**config.mk**
```make
export PLATFORM = sky130hd
export DESIGN_NAME = xadc_drp_sampler
export DESIGN_NICKNAME = d
export VERILOG_FILES = /design/src/rtl/xadc_pkg.sv /design/src/rtl/xadc_drp_sampler_sat_counter.sv /design/src/rtl/xadc_drp_sampler.sv
export SDC_FILE = /design/constraint.sdc
export NUM_CORES = 1
export LEC_CHECK = 0
export CORE_MARGIN = 3
export CORE_UTILIZATION = 40
export DETAILED_ROUTE_END_ITERATION = 10
export PLACE_DENSITY_LB_ADDON = 0.25
export SLEW_MARGIN = 20
export SYNTH_ARGS = -nofsm -noshare
export SYNTH_HDL_FRONTEND = slang
export SYNTH_SLANG_ARGS = --single-unit
export TNS_END_PERCENT = 100
```
**constraint.sdc**
```tcl
create_clock -name clk -period 2.05 [get_ports clk]
set_input_delay 0.5125 -clock clk [delete_from_list [all_inputs] [get_ports clk]]
set_output_delay 0.5125 -clock clk [all_outputs]
set_load 0.01 [all_outputs]
```
**src/rtl/xadc_pkg.sv**
```systemverilog
// rtl/xadc_pkg.sv - shared types and constants for the XADC DRP sampler
//
// Contents:
//   xadc_drp_addr_t  - DRP result-register addresses used on this board
//   sampler_state_t  - sequencer states
//   XADC_RESULT_MSB  - top bit of the 12-bit result inside the 16-bit DRP word
//   XADC_RESULT_BITS - width of an XADC conversion result
//   ch_width()       - width of a channel index for a given channel count
package xadc_pkg;

  typedef enum logic [6:0] {
    XADC_ADDR_TEMP   = 7'h00,
    XADC_ADDR_VCCINT = 7'h01,
    XADC_ADDR_VAUX4  = 7'h14,  // current sense
    XADC_ADDR_VAUX12 = 7'h1c   // voltage sense
  } xadc_drp_addr_t;

  typedef enum logic [1:0] {
    IDLE,
    ISSUE,
    WAIT_DRDY,
    SEND
  } sampler_state_t;

  localparam int XADC_RESULT_MSB  = 15;
  localparam int XADC_RESULT_BITS = 12;

  // A single-channel sequencer still needs a 1-bit index register.
  function automatic int ch_width(input int num_channels);
    return (num_channels > 1) ? $clog2(num_channels) : 1;
  endfunction

endpackage

```
**src/rtl/xadc_drp_sampler_sat_counter.sv**
```systemverilog
// rtl/xadc_drp_sampler_sat_counter.sv - saturating event counter
//
// Ports:
//   clk    in          clock
//   rst_n  in          asynchronous active-low reset, clears the count
//   inc    in          add one this cycle
//   count  out [W-1:0] current count, sticks at all-ones
module sat_counter #(
  parameter int WIDTH = 16
) (
  input  logic             clk,
  input  logic             rst_n,
  input  logic             inc,
  output logic [WIDTH-1:0] count
);

  logic [WIDTH-1:0] count_q;

  always_ff @(posedge clk or negedge rst_n) begin
    if (!rst_n) begin
      count_q <= '0;
    end else if (inc && (count_q != '1)) begin
      count_q <= count_q + WIDTH'(1);
    end
  end

  assign count = count_q;

endmodule

```
**src/rtl/xadc_drp_sampler.sv**
```systemverilog
// rtl/xadc_drp_sampler.sv - multi-channel XADC DRP read sequencer with AXIS output
//
// On every XADC end-of-sequence pulse, reads NUM_CHANNELS result registers
// over DRP in table order and emits one channel-tagged beat per result:
//   m_axis_tdata = {channel_index[3:0], sample zero-extended to 12 bits}
//
// Optional build macro XADC_SAMPLER_TLAST_EN: when defined, m_axis_tlast
// marks the last channel of each sequence; otherwise it is tied low.
//
// Ports:
//   clk            in   DRP / stream clock (same as xadc_wiz_0 dclk_in)
//   rst_n          in   asynchronous active-low reset
//   enable         in   gate for starting new sequences
//   xadc_eos       in   end-of-sequence pulse from the XADC
//   xadc_daddr     out  DRP address
//   xadc_den       out  DRP enable, one-cycle pulse per read
//   xadc_drdy      in   DRP read data valid
//   xadc_do        in   DRP read data
//   m_axis_tdata   out  channel-tagged sample
//   m_axis_tvalid  out  stream valid
//   m_axis_tready  in   stream ready
//   m_axis_tlast   out  last beat of a sequence (optional)
//   overrun_count  out  EOS pulses dropped while busy, saturating
//   timeout_count  out  DRP reads aborted for lack of drdy, saturating
//   busy           out  sequencer not idle
module xadc_drp_sampler
  import xadc_pkg::*;
#(
  parameter int                          NUM_CHANNELS  = 2,
  parameter int                          SAMPLE_WIDTH  = 12,
  parameter logic [NUM_CHANNELS*7-1:0]   CHANNEL_ADDRS = {XADC_ADDR_VAUX12, XADC_ADDR_VAUX4},
  parameter int                          DRDY_TIMEOUT  = 64
) (
  input  logic        clk,
  input  logic        rst_n,
  input  logic        enable,
  input  logic        xadc_eos,
  output logic [6:0]  xadc_daddr,
  output logic        xadc_den,
  input  logic        xadc_drdy,
  input  logic [15:0] xadc_do,
  output logic [15:0] m_axis_tdata,
  output logic        m_axis_tvalid,
  input  logic        m_axis_tready,
  output logic        m_axis_tlast,
  output logic [15:0] overrun_count,
  output logic [15:0] timeout_count,
  output logic        busy
);

  localparam int CH_W = ch_width(NUM_CHANNELS);
  localparam int TO_W = $clog2(DRDY_TIMEOUT + 1);

  localparam logic [CH_W-1:0] LAST_CH     = CH_W'(NUM_CHANNELS - 1);
  localparam logic [TO_W-1:0] TO_LAST_CNT = TO_W'(DRDY_TIMEOUT - 1);

  // Table lookup that never indexes past the table, even for index values
  // that a small channel count cannot reach.
  function automatic logic [6:0] chan_addr(input logic [CH_W-1:0] idx);
    logic [6:0] addr;
    addr = CHANNEL_ADDRS[6:0];
    for (int i = 0; i < NUM_CHANNELS; i++) begin
      if (idx == CH_W'(i)) begin
        addr = CHANNEL_ADDRS[i*7 +: 7];
      end
    end
    return addr;
  endfunction

  sampler_state_t    state_q;
  logic [CH_W-1:0]   ch_q;
  logic [TO_W-1:0]   wait_cnt_q;
  logic [6:0]        daddr_q;
  logic              den_q;
  logic [15:0]       tdata_q;
  logic              tvalid_q;
  logic              busy_q;
`ifdef XADC_SAMPLER_TLAST_EN
  logic              tlast_q;
`endif

  logic [SAMPLE_WIDTH-1:0] sample;
  logic                    overrun_inc;
  logic                    timeout_inc;
  logic                    unused_do;

  // Keep the result MSBs; low-order DRP bits are below the converter resolution.
  assign sample    = xadc_do[XADC_RESULT_MSB -: SAMPLE_WIDTH];
  assign unused_do = ^xadc_do;

  // An EOS that cannot start a sequence is only an overrun if the block is
  // enabled; this includes an EOS coinciding with the final handshake.
  assign overrun_inc = xadc_eos && enable && (state_q != IDLE);
  assign timeout_inc = (state_q == WAIT_DRDY) && !xadc_drdy && (wait_cnt_q == TO_LAST_CNT);

  always_ff @(posedge clk or negedge rst_n) begin
    if (!rst_n) begin
      state_q    <= IDLE;
      ch_q       <= '0;
      wait_cnt_q <= '0;
      daddr_q    <= CHANNEL_ADDRS[6:0];
      den_q      <= 1'b0;
      tdata_q    <= '0;
      tvalid_q   <= 1'b0;
      busy_q     <= 1'b0;
`ifdef XADC_SAMPLER_TLAST_EN
      tlast_q    <= 1'b0;
`endif
    end else begin
      den_q <= 1'b0;
      case (state_q)
        IDLE: begin
          if (xadc_eos && enable) begin
            ch_q    <= '0;
            daddr_q <= chan_addr('0);
            busy_q  <= 1'b1;
            state_q <= ISSUE;
          end
        end

        // The den pulse is registered here, so it is seen on the bus during
        // the first WAIT_DRDY cycle with daddr already stable.
        ISSUE: begin
          den_q      <= 1'b1;
          wait_cnt_q <= '0;
          state_q    <= WAIT_DRDY;
        end

        WAIT_DRDY: begin
          if (xadc_drdy) begin
            tdata_q  <= {4'(ch_q), 12'(sample)};
            tvalid_q <= 1'b1;
`ifdef XADC_SAMPLER_TLAST_EN
            tlast_q  <= (ch_q == LAST_CH);
`endif
            state_q  <= SEND;
          end else if (wait_cnt_q == TO_LAST_CNT) begin
            // Abandon the rest of the sequence; the next EOS restarts at ch 0.
            busy_q  <= 1'b0;
            state_q <= IDLE;
          end else begin
            wait_cnt_q <= wait_cnt_q + TO_W'(1);
          end
        end

        SEND: begin
          if (m_axis_tready) begin
            tvalid_q <= 1'b0;
            if (ch_q == LAST_CH) begin
              busy_q  <= 1'b0;
              state_q <= IDLE;
            end else begin
              ch_q    <= ch_q + CH_W'(1);
              daddr_q <= chan_addr(ch_q + CH_W'(1));
              state_q <= ISSUE;
            end
          end
        end

        default: begin
          tvalid_q <= 1'b0;
          busy_q   <= 1'b0;
          state_q  <= IDLE;
        end
      endcase
    end
  end

  sat_counter #(.WIDTH(16)) u_overrun_cnt (
    .clk   (clk),
    .rst_n (rst_n),
    .inc   (overrun_inc),
    .count (overrun_count)
  );

  sat_counter #(.WIDTH(16)) u_timeout_cnt (
    .clk   (clk),
    .rst_n (rst_n),
    .inc   (timeout_inc),
    .count (timeout_count)
  );

  assign xadc_daddr    = daddr_q;
  assign xadc_den      = den_q;
  assign m_axis_tdata  = tdata_q;
  assign m_axis_tvalid = tvalid_q;
  assign busy          = busy_q;
`ifdef XADC_SAMPLER_TLAST_EN
  assign m_axis_tlast  = tlast_q;
`else
  assign m_axis_tlast  = 1'b0;
`endif

endmodule

```
# After elaboration in Yosys (flattened, before gate mapping)
# Cells that the tools add are included.
# W data, S select, Z words.
# word_totals
reg_bits	65
out_inout_bits	59
inputBits	22
word_cells	77
# op_classes
n_reduce_logical	20
addsub	4
muxes	28
eq_ne	15
# op_table
op	count
$mux W7	5
$add A16 B1 Y16 const B	2
$ne A16 B16 Y1 const B	2
$pmux W7 S2	2
$ne A2 B2 Y1 const B	7
$mux W1	12
$reduce_and A3 Y1	4
$mux W2	4
$pmux W2 S4	1
$reduce_bool A2 Y1	4
$add A7 B1 Y7 const B	1
$eq A7 B6 Y1 const B	1
$logic_and A1 B1 Y1	6
$reduce_and A6 Y1	1
$eq A2 B2 Y1 const B	2
$mux W4	1
$pmux W1 S2	2
$reduce_and A4 Y1	1
$ne A3 B2 Y1 const B	1
$pmux W1 S3	1
$reduce_bool A3 Y1	1
$eq A2 B1 Y1 const B	1
$logic_not A2 Y1	1
$ne A2 B1 Y1 const B	1
3 further kinds	3

# Depth between registers and ports, before layout
# Gate-level depths: netlist (run 1).
# depth
ltp_word	5
depth_mapped	6
ltp_nobuf	5

# By module
# A second synthesis (run 1) with hierarchy kept.
# hier_totals
cells_unflattened	261
hier_area_um2	3040.4
# modules_own_cells
module	n_inst	seq_area_each_um2	area_per_inst_um2	cells_per_inst
sat_counter	2	400.4	859.6	72
xadc_drp_sampler	1	675.6	1321.3	117

# Least setup slack after synthesis (run 1)
# OpenSTA, ideal clock, no wires.
# synth_path
path_kind	reg-to-reg
start	register u_timeout_cnt.count_q[0] (netlist: u_timeout_cnt.count[0])
end	register u_timeout_cnt.count_q[15] (netlist: u_timeout_cnt.count[15])
setup_ps	138
n_path_buf	1
path_slack_ps	289
required_ps	1912
synth_period_minus_slack_ps	1761
arrival_time_ps	1623
path_stages_with_launch	7
path_cell_list	dfrtp_1 ha_1 nand4_1 nor4_1 clkbuf_1 nor4_1 xor2_1
# synth_via
elab_chain_len	2
elab_cells_between_ends	3
cone_classes	add/sub: 1; eq/ne: 1; reduce/logical: 1
# synth_rtl
item	line_no	source
start, declared	xadc_drp_sampler_sat_counter.sv:17	logic [WIDTH-1:0] count_q;
start signal, assigned	xadc_drp_sampler_sat_counter.sv:23	count_q <= count_q + WIDTH'(1);
branches (longest 2 deep; another with $add A16 B1 Y16)	-	
# Parallel ways; which one is timed is not known.
# A chain may end at the register's enable or synchronous reset.

# Final worst setup path (run 1)
# layout_path
start	register u_timeout_cnt.count_q[8] (netlist: u_timeout_cnt.count[8])
end	output port timeout_count[8]
# layout_rtl
item	line_no	source
end, declared	xadc_drp_sampler.sv:47	output logic [15:0] timeout_count,
# No word-level cell between the ends.

==> results.json, run 1 <==
{
  "vdd_drop_max_uv": 696,
  "vias": 2246,
  "critPathMaxStageDelay_ns": 0.58,
  "timing.fmax_mhz": 534,
  "grtUsageTotal_pct": 15.2,
  "synthCells": 261,
  "synth.avg_cell_area_um2": 11.0,
  "ys_seq_elements": 59,
  "gp_congestion": 0.778,
  "h-tree-depth": 3,
  "detail-route-antenna-nets": 0,
  "rsz0062_at_grt": "false",
  "power.density_mw_per_mm2": 1040,
  "period_share_pct": 91.4,
  "cts_tree": "yes",
  "grt_pass1_wl_um": 10100,
  "grt_pass1_vias": 2127,
  "timing.final.crit_period_ns": 1.87,
  "die_h_um": 90.6,
  "ys_top_cells_by_area": "dfrtp_1 (52%), xor2_1 (7.3%), mux2_2 (5.9%)",
  "ctsResizeCount": 0,
  "setup_viol": 0,
  "portBuffers": 66,
  "dr.pass1.iters": 4,
  "ctsHoldBuffers": 0,
  "routed_wirelength_um": 5950,
  "avgRoutedWirePerCell_um": 13.2,
  "netlist_area_mm2": 0.00286,
  "viasPerCell": 5.00,
  "dp_hpwl_um": 4290,
  "start_util_pct": 41.7,
  "crit_chain": "clkdlybuf4s50_1",
  "cap_violations": 0,
  "diodes": 0,
  "final_hold_viol_count": 0,
  "synth_edf_count": 0,
  "synth_flop_cell": "dfrtp_1",
  "async_flop_share_pct": 100,
  "fin_skew_ns": 0.00387,
  "total_power_uw": 4100,
  "finalNetCount": 374,
  "cp_max_fo": 7,
  "pin_count": 81,
  "wl_met2_um": 2640,
  "startpoint_type": "flip-flop",
  "grt_overflow": 0,
  "antenna_found_initial": 0,
  "path_buf_inv": 1,
  "cp_top_family": "buffers and inverters",
  "synth_top_area_share_pct": 51.6,
  "yosys.area.top_type": "dfrtp_1",
  "syn2layout_area_growth_pct": 38.0,
  "drt-met1-wl_um": 2810,
  "crit_type": "reg -> out",
  "die_area_mm2": 0.00820,
  "endpoint_kind": "output pin",
  "setup-tns-final_ns": 0,
  "cts_buffers": 9,
  "synth.distinct_cells": 44,
  "drc": 0,
  "clockBufferDepth": 2,
  "drive_above_1_share_pct": 17.0,
  "status": "finished clean",
  "drtIter0Drc": 103,
  "clock-root-buffer": "clkbuf_8",
  "core_area_mm2": 0.00687,
  "fillers": 624,
  "finalMaxSlewViolations": 0,
  "cts.clk_slew.worst_paths_ns": 0.07,
  "rows": 30,
  "cp.required_ns": 1.54,
  "p_leak_uw": 0.00177,
  "grt_start_max_net_pins": 60,
  "wl_met3_um": 389,
  "crit_path_top_delay_cell": "clkdlybuf4s50_1",
  "die_w_um": 90.6,
  "maxUsedRoutingLayer": "met4",
  "cp.arrival_ns": 1.36,
  "insertion_delay_ns": 0.33,
  "ys_warn_count": 0,
  "ys_seq_area_share_pct": 51.6,
  "worstHoldPathType": "in -> async",
  "postCtsSetupRepairBufs": 0,
  "cts_sinks": 59
}
[cell usage after synthesis (all sizes together) (5+ instances only)]
library cell   n
a21oi          8
and3           5
buf           12
dfrtp         59
mux2          15
nand2         18
nand3         20
nand4         10
nor2          13
nor3          13
nor4           8
o21ai          8
xor2          24
[through the flow]
step / area, µm² / hold slack [ns] / setup WS (ns) / instances / util (%)
2_1_floorplan: 2890 / 0.217 / 0.289 / 269 / -
3_3_place_gp: 3730 / 0.467 / -0.0941 / 434 / 54.4
3_5_place_dp: 3730 / 0.495 / -0.166 / 434 / 54.4
4_1_cts: 3950 / 0.175 / 0.145 / 449 / 57.5
5_1_grt: 3950 / 0.198 / 0.0566 / 449 / 57.5
6_report: 3950 / 0.165 / 0.177 / 449 / 57.5
[worst reg2reg max path: stages (launching register included)]
cell and delay [ns]:
dfrtp_1 0.40, ha_1 0.25, and3b_1 0.22, nand3_2 0.12
buf_4 0.19, buf_4 0.15, nor3_1 0.23, xor2_1 0.17
[final cells by class]
type	instances	area [µm²]	area share (%)
multi-input combinational	192	1310	33.1
clock buffer	10	138	3.48
timing repair buffer	85	823	20.8
sequential	59	1480	37.4
tap	96	120	3.04
clock inverter	5	77.6	1.96
inverter	2	7.51	0.190
[final timing paths]
kind                                         from                endpoint  slack (ns)  cells past startpoint
min in group clk                  m_axis_tdata[6]         m_axis_tdata[6]        0.50                      1
hold / removal                              rst_n                xadc_den        0.16                      2
setup / recovery           u_timeout_cnt.count[8]        timeout_count[8]        0.18                      1
hold reg to reg                   m_axis_tdata[6]         m_axis_tdata[6]        0.50                      1
max in group asynchronous                   rst_n                    busy        1.60                      2
setup reg to reg                    wait_cnt_q[0]  u_timeout_cnt.count[4]        0.24                      7
[logic make-up after synthesis]
kind of cell | synth area share (%)
AOI/OAI and AO/OA | 5.82
xor gates and xnor gates | 8.57
adders and majority gates | 1.31
buffers and inverters | 3.76
DFF | 51.6
muxes | 5.90
other | 0.262
and+or+nand+nor | 22.8
[sequential cells by signal (all words and copies together), names as in the netlist]
name and count:
xadc_den 1, ch_q 1, xadc_daddr 1, m_axis_tdata 13, m_axis_tvalid 1, busy 1
state_q 2, u_overrun_cnt.count 16, wait_cnt_q 7, u_timeout_cnt.count 16
[routing by layer]
metal | vias up | track usage, %
li1 | 1097 | -
met1 | 1082 | 20.4
met2 | 57 | 22.1
met3 | 10 | 4.92
met4 | 0 | 7.27
met5 | - | 0
[power breakdown]
part	switching [µW]	internal [µW]
Sequential	245	1440
Clock	455	706
Combinational	508	742
[layout by cell type, fill, tap and decap left out, drive strengths merged, types with 4 or more instances in the layout]
master and count:
clkbuf 10, nor3 13, nand3 20, and3 5, nand2 18, clkdlybuf4s50 65, xor2 24, nor2 13
nand3b 4, nand4 10, mux2 15, nor4 8, dfrtp 59, o21ai 8, a21oi 8, buf 20
xnor2 4, conb 10
Power figures use the tool's default switching activity.
==> inputs of run 2 (changes only) <==
Settings changed: CTS_BUF_LIST from default to sky130_fd_sc_hd__clkbuf_8.
==> results of run 2 <==
The final DEF is identical to that of run 1; final timing and power are the same.
==> inputs of run 3 (changes only) <==
Settings changed: CORE_MARGIN 3 to 1.5, CORE_UTILIZATION 40 to 45.
==> run 3 against run 2 <==
Compared with the run above: global-route usage up 3.8 points; clock power down 7%; maximum frequency down 0.37%; die area shrank 17%; flip-flop and latch count did not move.
==> results.json, run 3 (synthesized netlist as in run 1, its figures left out) <==
{
  "gp_congestion": 0.800,
  "rows": 28,
  "cts_sinks": 59,
  "r2r_end": "u_timeout_cnt.count[5]",
  "cp.arrival_ns": 1.37,
  "dp_hpwl_um": 4200,
  "vias": 2259,
  "core_area_mm2": 0.00603,
  "timing.final.crit_period_ns": 1.88,
  "crit_path_top_delay_cell": "clkdlybuf4s50_1",
  "cap_violations": 0,
  "dr.pass1.iters": 4,
  "reg2reg_slack_ns": 0.26,
  "ff2ff_path_depth": 6,
  "grtUsageTotal_pct": 19.0,
  "p_sw_uw": 1200,
  "clockBufferDepth": 2,
  "insertion_delay_ns": 0.33,
  "start_util_pct": 47.5,
  "crit_chain": "clkdlybuf4s50_1",
  "diodes": 0,
  "fin_util_pct": 64.6,
  "die_area_mm2": 0.00685,
  "r2r_start": "wait_cnt_q[0]",
  "grt_overflow": 0,
  "grt_start_max_net_pins": 60,
  "fin_skew_ns": 0.00850,
  "p_clk_share_pct": 26.9,
  "setup_viol": 0,
  "rsz0062_at_grt": "false",
  "syn2layout_area_growth_pct": 36.1,
  "grt_pass1_vias": 2131,
  "pwr-share-comb_pct": 31.3,
  "vdd_drop_max_uv": 701,
  "intPower_uw": 2820,
  "fin_cells": 428,
  "period_share_pct": 91.7,
  "portBuffers": 66,
  "cts_tree": "yes",
  "power_frac_seq_pct": 41.8,
  "drtIter0Drc": 83,
  "cts.clk_slew.worst_paths_ns": 0.06,
  "power.density_mw_per_mm2": 1030,
  "mostFrequentLayoutCells": "clkdlybuf4s50_1 (65), dfrtp_1 (59), xor2_1 (24)",
  "pin_count": 81,
  "final_hold_viol_count": 0,
  "place_inst": 412,
  "critPathMaxStageDelay_ns": 0.59,
  "timing.fmax_mhz": 532,
  "postCtsSetupRepairBufs": 0,
  "avgRoutedWirePerCell_um": 13.8,
  "finalMaxSlewViolations": 0,
  "drive_above_1_share_pct": 16.1,
  "clock-root-buffer": "clkbuf_8",
  "final_common_cell": "clkdlybuf4s50_1",
  "fillers": 481,
  "cts_buffers": 9,
  "detail-route-antenna-nets": 0,
  "h-tree-depth": 3,
  "ctsHoldBuffers": 0,
  "die_w_um": 82.7,
  "status": "finished clean",
  "drc": 0,
  "grt_pass1_wl_um": 9730,
  "ctsResizeCount": 0,
  "cp.required_ns": 1.54,
  "finalNetCount": 373,
  "path_buf_inv": 1,
  "antenna_found_initial": 0,
  "crit_type": "reg -> out",
  "die_h_um": 82.7,
  "p_leak_uw": 0.00177,
  "routed_wirelength_um": 5890,
  "hold_slack_ns": 0.181,
  "swShare_pct": 29.8,
  "endpoint_kind": "output pin",
  "setup-tns-final_ns": 0,
  "startpoint_type": "flip-flop",
  "worstHoldPathType": "in -> async",
  "cp_max_fo": 6,
  "cp_top_family": "buffers and inverters",
  "viasPerCell": 5.28
}
## run 3: metal layers
metal,share of wire [%],track usage (%),vias to the layer above
li1,-,-,1102
met1,45,23.9,1081
met3,6.0,5.93,11
met2,47,29.1,65
met5,0,0,-
met4,2.2,10.0,0
## run 3: metrics by stage
| stage | worst slack, ns | power, µW | cell area [µm²] |
|---|---|---|---|
| after floorplan | 0.289 | 2280 | 2890 |
| after global placement | -0.153 | 2920 | 3690 |
| after detailed placement | -0.176 | 2960 | 3690 |
| after CTS | 0.157 | 4070 | 3890 |
| after global routing | 0.0435 | 4260 | 3890 |
| final | 0.170 | 4020 | 3890 |
## run 3: worst max path at each step
stage,startpoint,end,slack [ns],cells past startpoint
global route,xadc_drdy,u_timeout_cnt.count[9],0.04,5
CTS,u_timeout_cnt.count[5],timeout_count[5],0.16,1
finish,u_timeout_cnt.count[5],timeout_count[5],0.17,1
global placement,xadc_drdy,u_timeout_cnt.count[12],-0.15,5
detailed placement,enable,u_overrun_cnt.count[13],-0.18,5
floorplan,u_timeout_cnt.count[0],u_timeout_cnt.count[15],0.29,6
## run 3: area by class of cell
cell class	count	area (µm²)	share of cell area, %
sequential	59	1480	37.9
timing repair buffer	84	803	20.6
inverter	2	7.51	0.193
clock buffer	12	165	4.24
tap	75	93.8	2.41
clock inverter	4	41.3	1.06
multi-input combinational	192	1310	33.6
## run 3: power by group through the flow
stage               sequential, µW  combinational (µW)  clock (µW)
floorplan                     1770                 513           0
global placement              1680                1240           0
detailed placement            1700                1270           0
CTS                           1680                1280        1110
global route                  1730                1370        1170
finish                        1680                1260        1080
